--- config.mk ---
export PLATFORM = sky130hd
export DESIGN_NAME = l2_tag_fill_writer
export DESIGN_NICKNAME = d
export VERILOG_FILES = /design/src/rtl/l2_cache_pkg.sv /design/src/rtl/l2_replacement_sel.sv /design/src/rtl/l2_tag_fill_writer.sv
export SDC_FILE = /design/constraint.sdc
export NUM_CORES = 1
export LEC_CHECK = 0
export BUFFER_PORTS_ARGS = -buffer_cell sky130_fd_sc_hd__buf_2
export CAP_MARGIN = 20
export CORE_MARGIN = 1.5
export CORE_UTILIZATION = 45
export CTS_BUF_LIST = sky130_fd_sc_hd__clkbuf_16
export CTS_CLUSTER_SIZE = 16
export DETAILED_ROUTE_END_ITERATION = 8
export PLACE_DENSITY = 0.78
export SLEW_MARGIN = 0
export SYNTH_ARGS = -nofsm -noshare
export SYNTH_HDL_FRONTEND = slang
export SYNTH_SLANG_ARGS = --single-unit
export TNS_END_PERCENT = 100
--- constraint.sdc ---
create_clock -name clock -period 4.51 [get_ports clock]
set_clock_uncertainty 0.05 [all_clocks]
set_input_delay 0.2255 -clock clock [delete_from_list [all_inputs] [get_ports clock]]
set_output_delay 0.2255 -clock clock [all_outputs]
set_load 0.01 [all_outputs]
--- src/rtl/l2_cache_pkg.sv ---
// Shared types and defaults for the L2 tag fill writer and its replacement selector.
// Tree pseudo-LRU helpers are used only when PLRU_EN is defined.
package l2_cache_pkg;

    localparam int TAG_W_DEF  = 5;
    localparam int SET_W_DEF  = 4;
    localparam int WAYS_DEF   = 4;
    localparam int ADDR_W_DEF = TAG_W_DEF + SET_W_DEF;

    typedef enum logic [2:0] {
        IDLE   = 3'd0,
        VICTIM = 3'd1,
        WB     = 3'd2,
        FILL   = 3'd3,
        WRITE  = 3'd4
    } fill_state_e;

    // bit0 picks the half (1 = upper), bit1/bit2 pick the way inside the lower/upper half.
    function automatic logic [1:0] plru_victim(input logic [2:0] bits);
        logic [1:0] way;
        if (bits[0]) begin
            way = {1'b1, bits[2]};
        end else begin
            way = {1'b0, bits[1]};
        end
        return way;
    endfunction

    function automatic logic [2:0] plru_touch(input logic [2:0] bits, input logic [1:0] way);
        logic [2:0] nxt;
        nxt    = bits;
        nxt[0] = ~way[1];
        if (way[1]) begin
            nxt[2] = ~way[0];
        end else begin
            nxt[1] = ~way[0];
        end
        return nxt;
    endfunction

endpackage

--- src/rtl/l2_replacement_sel.sv ---
// Victim way selection: lowest invalid way first, otherwise the replacement policy.
// Policy is a per-set 3-bit tree PLRU when PLRU_EN is defined, else a global round-robin pointer.
module l2_replacement_sel
    import l2_cache_pkg::*;
#(
    parameter int SET_W = SET_W_DEF,
    parameter int WAYS  = WAYS_DEF
) (
    input  logic             clk,
    input  logic             rst_n,
    input  logic [SET_W-1:0] q_set,
    input  logic [WAYS-1:0]  q_valid,
    output logic [1:0]       victim_way,
    input  logic             upd_en,
    input  logic [SET_W-1:0] upd_set,
    input  logic [1:0]       upd_way,
    input  logic             hit_en,
    input  logic [SET_W-1:0] hit_set,
    input  logic [1:0]       hit_way
);
    localparam int SETS = 1 << SET_W;

    logic       any_inv_s;
    logic [1:0] low_inv_s;
    logic [1:0] policy_s;

    // Scan downwards so the lowest invalid index is the one that sticks.
    always_comb begin
        any_inv_s = 1'b0;
        low_inv_s = 2'd0;
        for (int w = WAYS - 1; w >= 0; w--) begin
            any_inv_s = any_inv_s | ~q_valid[w];
            low_inv_s = q_valid[w] ? low_inv_s : 2'(w);
        end
    end

    assign victim_way = any_inv_s ? low_inv_s : policy_s;

`ifdef PLRU_EN
    logic [SETS-1:0][2:0] plru_q;
    logic [SETS-1:0][2:0] plru_d;
    logic                 hit_apply_s;

    // A fill update to the same set in the same cycle wins over a hit touch.
    assign hit_apply_s = hit_en & ~(upd_en & (hit_set == upd_set));

    // Next PLRU state for every set.
    always_comb begin
        plru_d = plru_q;
        for (int s = 0; s < SETS; s++) begin
            plru_d[s] = (upd_en && (upd_set == SET_W'(s))) ? plru_touch(plru_q[s], upd_way) :
                        (hit_apply_s && (hit_set == SET_W'(s))) ? plru_touch(plru_q[s], hit_way) :
                        plru_q[s];
        end
    end

    // PLRU state register.
    always_ff @(posedge clk or negedge rst_n) begin
        if (!rst_n) begin
            plru_q <= {SETS{3'b000}};
        end else begin
            plru_q <= plru_d;
        end
    end

    assign policy_s = plru_victim(plru_q[q_set]);
`else
    logic [1:0] rr_q;
    logic [1:0] rr_d;
    logic       unused_hit_s;

    assign rr_d         = upd_en ? (rr_q + 2'd1) : rr_q;
    assign unused_hit_s = ^{hit_en, hit_set, hit_way, upd_set, upd_way};

    // Round-robin pointer register, advanced once per install.
    always_ff @(posedge clk or negedge rst_n) begin
        if (!rst_n) begin
            rr_q <= 2'd0;
        end else begin
            rr_q <= rr_d;
        end
    end

    assign policy_s = rr_q;
`endif

endmodule

--- src/rtl/l2_tag_fill_writer.sv ---
// L2 miss handler: allocates a victim way, writes back a dirty victim, fills, then installs the tag.
// Optional feature macro: PLRU_EN (tree pseudo-LRU replacement instead of round-robin).
module l2_tag_fill_writer
    import l2_cache_pkg::*;
#(
    parameter int TAG_W = TAG_W_DEF,
    parameter int SET_W = SET_W_DEF,
    parameter int WAYS  = WAYS_DEF
) (
    input  logic                   clock,
    input  logic                   resetN,
    input  logic                   missValid,
    output logic                   missReady,
    input  logic [TAG_W-1:0]       missTag,
    input  logic [SET_W-1:0]       missSet,
    input  logic                   missWrite,
    input  logic                   hitValid,
    input  logic [SET_W-1:0]       hitSet,
    input  logic [1:0]             hitWay,
    output logic [SET_W-1:0]       tagRdSet,
    input  logic [WAYS*TAG_W-1:0]  tagRdData,
    output logic                   tagWrEn,
    output logic [SET_W-1:0]       tagWrSet,
    output logic [1:0]             tagWrWay,
    output logic [TAG_W-1:0]       tagWrData,
    output logic                   wbValid,
    input  logic                   wbAck,
    output logic [TAG_W+SET_W-1:0] wbAddr,
    output logic                   fillValid,
    input  logic                   fillAck,
    output logic [TAG_W+SET_W-1:0] fillAddr,
    output logic                   doneValid,
    output logic [1:0]             doneWay,
    output logic [(1<<SET_W)*WAYS-1:0] lineValid
);
    localparam int SETS   = 1 << SET_W;
    localparam int ADDR_W = TAG_W + SET_W;

    fill_state_e state_q, state_d;
    logic [SET_W-1:0] set_q, set_d;
    logic [TAG_W-1:0] tag_q, tag_d;
    logic             wr_q, wr_d;
    logic [1:0]       way_q, way_d;
    logic [TAG_W-1:0] old_tag_q, old_tag_d;
    logic [SETS-1:0][WAYS-1:0] valid_q, valid_d;
    logic [SETS-1:0][WAYS-1:0] dirty_q, dirty_d;

    logic                       ready_q, wb_valid_q, fill_valid_q, wr_en_q;
    logic [SET_W-1:0]           rd_set_q, rd_set_d;
    logic [ADDR_W-1:0]          wb_addr_q, wb_addr_d, fill_addr_q, fill_addr_d;
    logic [WAYS-1:0][TAG_W-1:0] rd_tags_s;
    logic [1:0]                 victim_s;
    logic                       upd_en_s;

    assign rd_tags_s = tagRdData;
    assign upd_en_s  = (state_q == WRITE);

    l2_replacement_sel #(
        .SET_W (SET_W),
        .WAYS  (WAYS)
    ) u_repl (
        .clk        (clock),
        .rst_n      (resetN),
        .q_set      (set_q),
        .q_valid    (valid_q[set_q]),
        .victim_way (victim_s),
        .upd_en     (upd_en_s),
        .upd_set    (set_q),
        .upd_way    (way_q),
        .hit_en     (hitValid),
        .hit_set    (hitSet),
        .hit_way    (hitWay)
    );

    // Next-state and line-state update logic.
    always_comb begin
        state_d   = state_q;
        set_d     = set_q;
        tag_d     = tag_q;
        wr_d      = wr_q;
        way_d     = way_q;
        old_tag_d = old_tag_q;
        valid_d   = valid_q;
        dirty_d   = dirty_q;
        case (state_q)
            IDLE: begin
                if (missValid) begin
                    set_d   = missSet;
                    tag_d   = missTag;
                    wr_d    = missWrite;
                    state_d = VICTIM;
                end else begin
                    state_d = IDLE;
                end
            end
            VICTIM: begin
                way_d     = victim_s;
                old_tag_d = rd_tags_s[victim_s];
                if (valid_q[set_q][victim_s] && dirty_q[set_q][victim_s]) begin
                    state_d = WB;
                end else begin
                    state_d = FILL;
                end
            end
            WB: begin
                if (wbAck) begin
                    state_d = FILL;
                end else begin
                    state_d = WB;
                end
            end
            FILL: begin
                if (fillAck) begin
                    state_d = WRITE;
                end else begin
                    state_d = FILL;
                end
            end
            WRITE: begin
                valid_d[set_q][way_q] = 1'b1;
                dirty_d[set_q][way_q] = wr_q;
                state_d               = IDLE;
            end
            default: begin
                state_d = IDLE;
            end
        endcase
    end

    // Outputs are registered from the next state so they line up with the state they describe.
    always_comb begin
        rd_set_d    = (state_d == VICTIM) ? set_d : {SET_W{1'b0}};
        wb_addr_d   = (state_d == WB) ? {old_tag_d, set_d} : {ADDR_W{1'b0}};
        fill_addr_d = (state_d == FILL) ? {tag_d, set_d} : {ADDR_W{1'b0}};
    end

    // State, line bits and output registers.
    always_ff @(posedge clock or negedge resetN) begin
        if (!resetN) begin
            state_q      <= IDLE;
            set_q        <= {SET_W{1'b0}};
            tag_q        <= {TAG_W{1'b0}};
            wr_q         <= 1'b0;
            way_q        <= 2'd0;
            old_tag_q    <= {TAG_W{1'b0}};
            valid_q      <= {(SETS*WAYS){1'b0}};
            dirty_q      <= {(SETS*WAYS){1'b0}};
            ready_q      <= 1'b1;
            wb_valid_q   <= 1'b0;
            fill_valid_q <= 1'b0;
            wr_en_q      <= 1'b0;
            rd_set_q     <= {SET_W{1'b0}};
            wb_addr_q    <= {ADDR_W{1'b0}};
            fill_addr_q  <= {ADDR_W{1'b0}};
        end else begin
            state_q      <= state_d;
            set_q        <= set_d;
            tag_q        <= tag_d;
            wr_q         <= wr_d;
            way_q        <= way_d;
            old_tag_q    <= old_tag_d;
            valid_q      <= valid_d;
            dirty_q      <= dirty_d;
            ready_q      <= (state_d == IDLE);
            wb_valid_q   <= (state_d == WB);
            fill_valid_q <= (state_d == FILL);
            wr_en_q      <= (state_d == WRITE);
            rd_set_q     <= rd_set_d;
            wb_addr_q    <= wb_addr_d;
            fill_addr_q  <= fill_addr_d;
        end
    end

    assign missReady = ready_q;
    assign tagRdSet  = rd_set_q;
    assign wbValid   = wb_valid_q;
    assign wbAddr    = wb_addr_q;
    assign fillValid = fill_valid_q;
    assign fillAddr  = fill_addr_q;
    assign tagWrEn   = wr_en_q;
    assign doneValid = wr_en_q;
    assign tagWrSet  = wr_en_q ? set_q : {SET_W{1'b0}};
    assign tagWrWay  = wr_en_q ? way_q : 2'd0;
    assign tagWrData = wr_en_q ? tag_q : {TAG_W{1'b0}};
    assign doneWay   = wr_en_q ? way_q : 2'd0;
    assign lineValid = valid_q;

endmodule

==> qor.csv <==
stage;metric;value;unit
die;Die Span X;135.9;um
finish;nets;815;
yosys;Primary FF master, synth;dfrtp_1;
detailed_routing;DRT Wirelength;19030;um
critical_path;Register-to-Register Path Depth;8;
yosys;Synth Cell Area;7945;sq um
finish;layout cell share with drive strength beyond 1;0.3969;
detailed_routing;via count;5433;
detailed_routing;DRT Pass-1 Iters;5;
timing;max frequency;277.7;MHz
cts;Root Buffer;clkbuf_16;
yosys;Avg Inst Size Synth;12.45;sq um
cts;Max clock buf depth;2;
detailed_routing;WL/cell;18.82;um
finish;Ant. Diodes;0;
timing;final critical-path share of the clock period;0.7985;
finish;post-route cell area;9433;sq um
place;gp weighted congestion;0.8237;
yosys;library cells used by synthesis;48;
min_path;hold path start;missSet[2];
yosys;asr flop ratio synth;1.000;
cts;postcts setup bufs;0;
global_routing;global-route wire length before repair;30120;um
critical_path;setup slack, reg-to-reg;0.91;ns
pwr;PD cells;539.8;nW/um^2
cts;CTS tree;yes;
pwr;Pleak;4.941;nW
cts;# hold bufs at CTS;5;
timing;slew at the pin closest to its max-slew limit;0.7783;ns
finish;fill count;1504;
yosys;cells after synthesis;638;
yosys;flops & latches, synth;176;
place;Port-buffer cells;138;
critical_path;Worst Path Required;4.77;ns
min_path;Hold Crit Depth;2;
yosys;register area share after synthesis;0.5545;
detailed_routing;DRC viols;0;
pwr;VDD IR-drop max;0.3386;mV
die;Initial Utilization;0.4593;
global_routing;number of antenna violations at the first check in global routing;0;
min_path;HP Class;in2reg;
cts;Reg clk slew, reported paths;0.06;ns
yosys;Post-synth EDFFs;0;
global_routing;total gr overflow;0;
global_routing;gr usage total;0.2180;
finish;most frequent cells in the layout;174 x dfrtp_1, 137 x buf_2, 73 x mux2_2, 70 x nand2_1, 51 x nor2_1;
place;Detail Placement HPWL;13890;um
critical_path;Worst Setup Start Kind;flip-flop;
cts;post_cts resized;0;
cts;CTS sink cnt;176;
yosys;Mapped Nets;680;
detailed_routing;First DRT Iteration DRCs;381;
timing;RSZ-0062 raised after global routing;no;
cts;Clock H-tree levels;4;
die;Boundary Pins;146;
critical_path;worst reg2reg endpoint;wbAddr[8]$_DFF_PN0_;
global_routing;largest net degree at the start of global routing;93;
run;Max Cap Viol;0;
global_routing;vias in the first global route;5507;
min_path;Hold Crit Endpoint;tagRdSet[2]$_DFF_PN0_;
finish;synthesis-to-finish area growth;18.72;%
yosys;Synth Warn #;0;
critical_path;worst-path fanout max;17;
status;status;finished clean;
die;Core Region;17300;sq um
die;row cnt;48;
critical_path;WS Path Type;reg2reg;
die;Die Area;18460;sq um
timing;relative slew slack;0.4812;
timing;min cycle time layout;3.601;ns
die;chip height;135.9;um
critical_path;Reg2Reg Launch Point;set_q[0]$_DFF_PN0_;
critical_path;Worst Setup End Kind;flip-flop;
timing;Total Negative Setup Slacks;0;ns
finish;most common cell after layout, fill and taps aside;dfrtp_1;
timing;final setup vio count;0;
detailed_routing;DRT antenna net count;0;
cts;TritonCTS buffer count;17;
timing;max-slew violations;0;
critical_path;CP Data Arrival Time;3.87;ns
cts;Skew-Pair Late Insertion Delay;0.42;ns
timing;Final Hold Viols;0;
place;area post-placement;8838;sq um
detailed_routing;Avg Vias per Cell;5.374;
flip-flops by register name, indices dropped and copies added, names as in the netlist, 3 cells and up:
| signal | count |
|---|---|
| dirty_q | 64 |
| fillAddr | 9 |
| lineValid | 64 |
| old_tag_q | 5 |
| set_q | 4 |
| state_q | 3 |
| tagRdSet | 4 |
| tag_q | 5 |
| wbAddr | 9 |
stage by stage:
step | util | setup slack, ns | hold WS, ns | cells | total power, mW
after floorplan | - | 1.765 | -0.1201 | 638 | 3.232
after CTS | 0.5454 | 0.9150 | 0.0002384 | 1011 | 5.134
after global routing | 0.5454 | 0.6685 | 0.006435 | 1011 | 5.377
after detailed placement | 0.5110 | 0.9414 | 0.2736 | 974 | 3.761
final | 0.5454 | 0.9086 | 0.009155 | 1011 | 5.092
after global placement | 0.5110 | 1.082 | 0.2775 | 974 | 3.714
layer usage:
layer	wire length, um	global-route usage	share of wire	up-vias
met2	9201	0.3539	0.48	230
met3	1272	0.04176	0.067	33
met1	8167	0.2964	0.43	2707
met4	387	0.07270	0.020	0
li1	-	-	-	2463
met5	0	0	0	-
worst max-delay path by stage:
stage	start	endpoint	slack [ns]	depth (start not counted)
2_1_floorplan	set_q[3]$_DFF_PN0_	wbAddr[8]$_DFF_PN0_	1.77	10
5_1_grt	set_q[0]$_DFF_PN0_	wbAddr[8]$_DFF_PN0_	0.67	8
3_5_place_dp	set_q[0]$_DFF_PN0_	wbAddr[8]$_DFF_PN0_	0.94	8
4_1_cts	set_q[0]$_DFF_PN0_	wbAddr[8]$_DFF_PN0_	0.91	8
3_3_place_gp	set_q[0]$_DFF_PN0_	wbAddr[8]$_DFF_PN0_	1.08	8
6_report	set_q[0]$_DFF_PN0_	wbAddr[8]$_DFF_PN0_	0.91	8
cells by family after synthesis:
family,count (synthesis),synth area share
AND/OR/NAND/NOR,259,0.1679
XOR/XNOR,2,0.002205
multiplexers,122,0.2098
AO/OA/AOI/OAI,36,0.03922
buffers and inverters,43,0.02646
flip-flops,176,0.5545
critical path, cell delays in order, from the launching register on:
cell and delay [ns]:
dfrtp_1 0.67, buf_4 0.37, mux4_2 0.54, a22oi_1 0.26
nand2_1 0.17, a41oi_2 0.54, nor2b_1 0.10, a2111oi_0 0.54
and3b_1 0.24
Yosys cell counts, types with 2 or more instances:
library cell	count	share of area
a2111oi_0	2	0.0022
a2111oi_2	4	0.0076
a21o_1	2	0.0019
a221oi_1	2	0.0022
a22oi_1	4	0.0038
a31oi_1	6	0.0047
and2_1	25	0.020
and3_1	2	0.0016
and3b_1	5	0.0055
buf_1	5	0.0024
buf_2	9	0.0057
buf_4	4	0.0038
buf_6	3	0.0043
clkbuf_1	18	0.0085
dfrtp_1	175	0.55
inv_1	4	0.0019
mux2_2	73	0.10
mux2i_1	21	0.026
mux4_2	27	0.077
nand2_1	70	0.033
nand2b_1	48	0.038
nand3_1	7	0.0044
nor2_1	51	0.024
nor2b_1	16	0.013
nor3_1	5	0.0031
o21ai_0	2	0.0013
o22ai_1	4	0.0031
or2_2	23	0.018
xnor2_1	2	0.0022
power by group:
| group | switching, mW | internal [mW] |
|---|---|---|
| clock network | 0.609 | 0.754 |
| logic | 0.943 | 0.698 |
| registers | 0.251 | 1.84 |
| total | 1.80 | 3.29 |
layout make-up:
type                       instances  area (sq um)  share of cell area
tap                              225         281.5             0.02984
multi-input combinational        419          3336              0.3536
timing repair buffer             155         849.6             0.09006
clock buffer                      17         425.4             0.04510
clock inverter                    15         118.9             0.01260
inverter                           4         15.01            0.001592
sequential                       176          4407              0.4672
(Power assumes the default switching activity.)
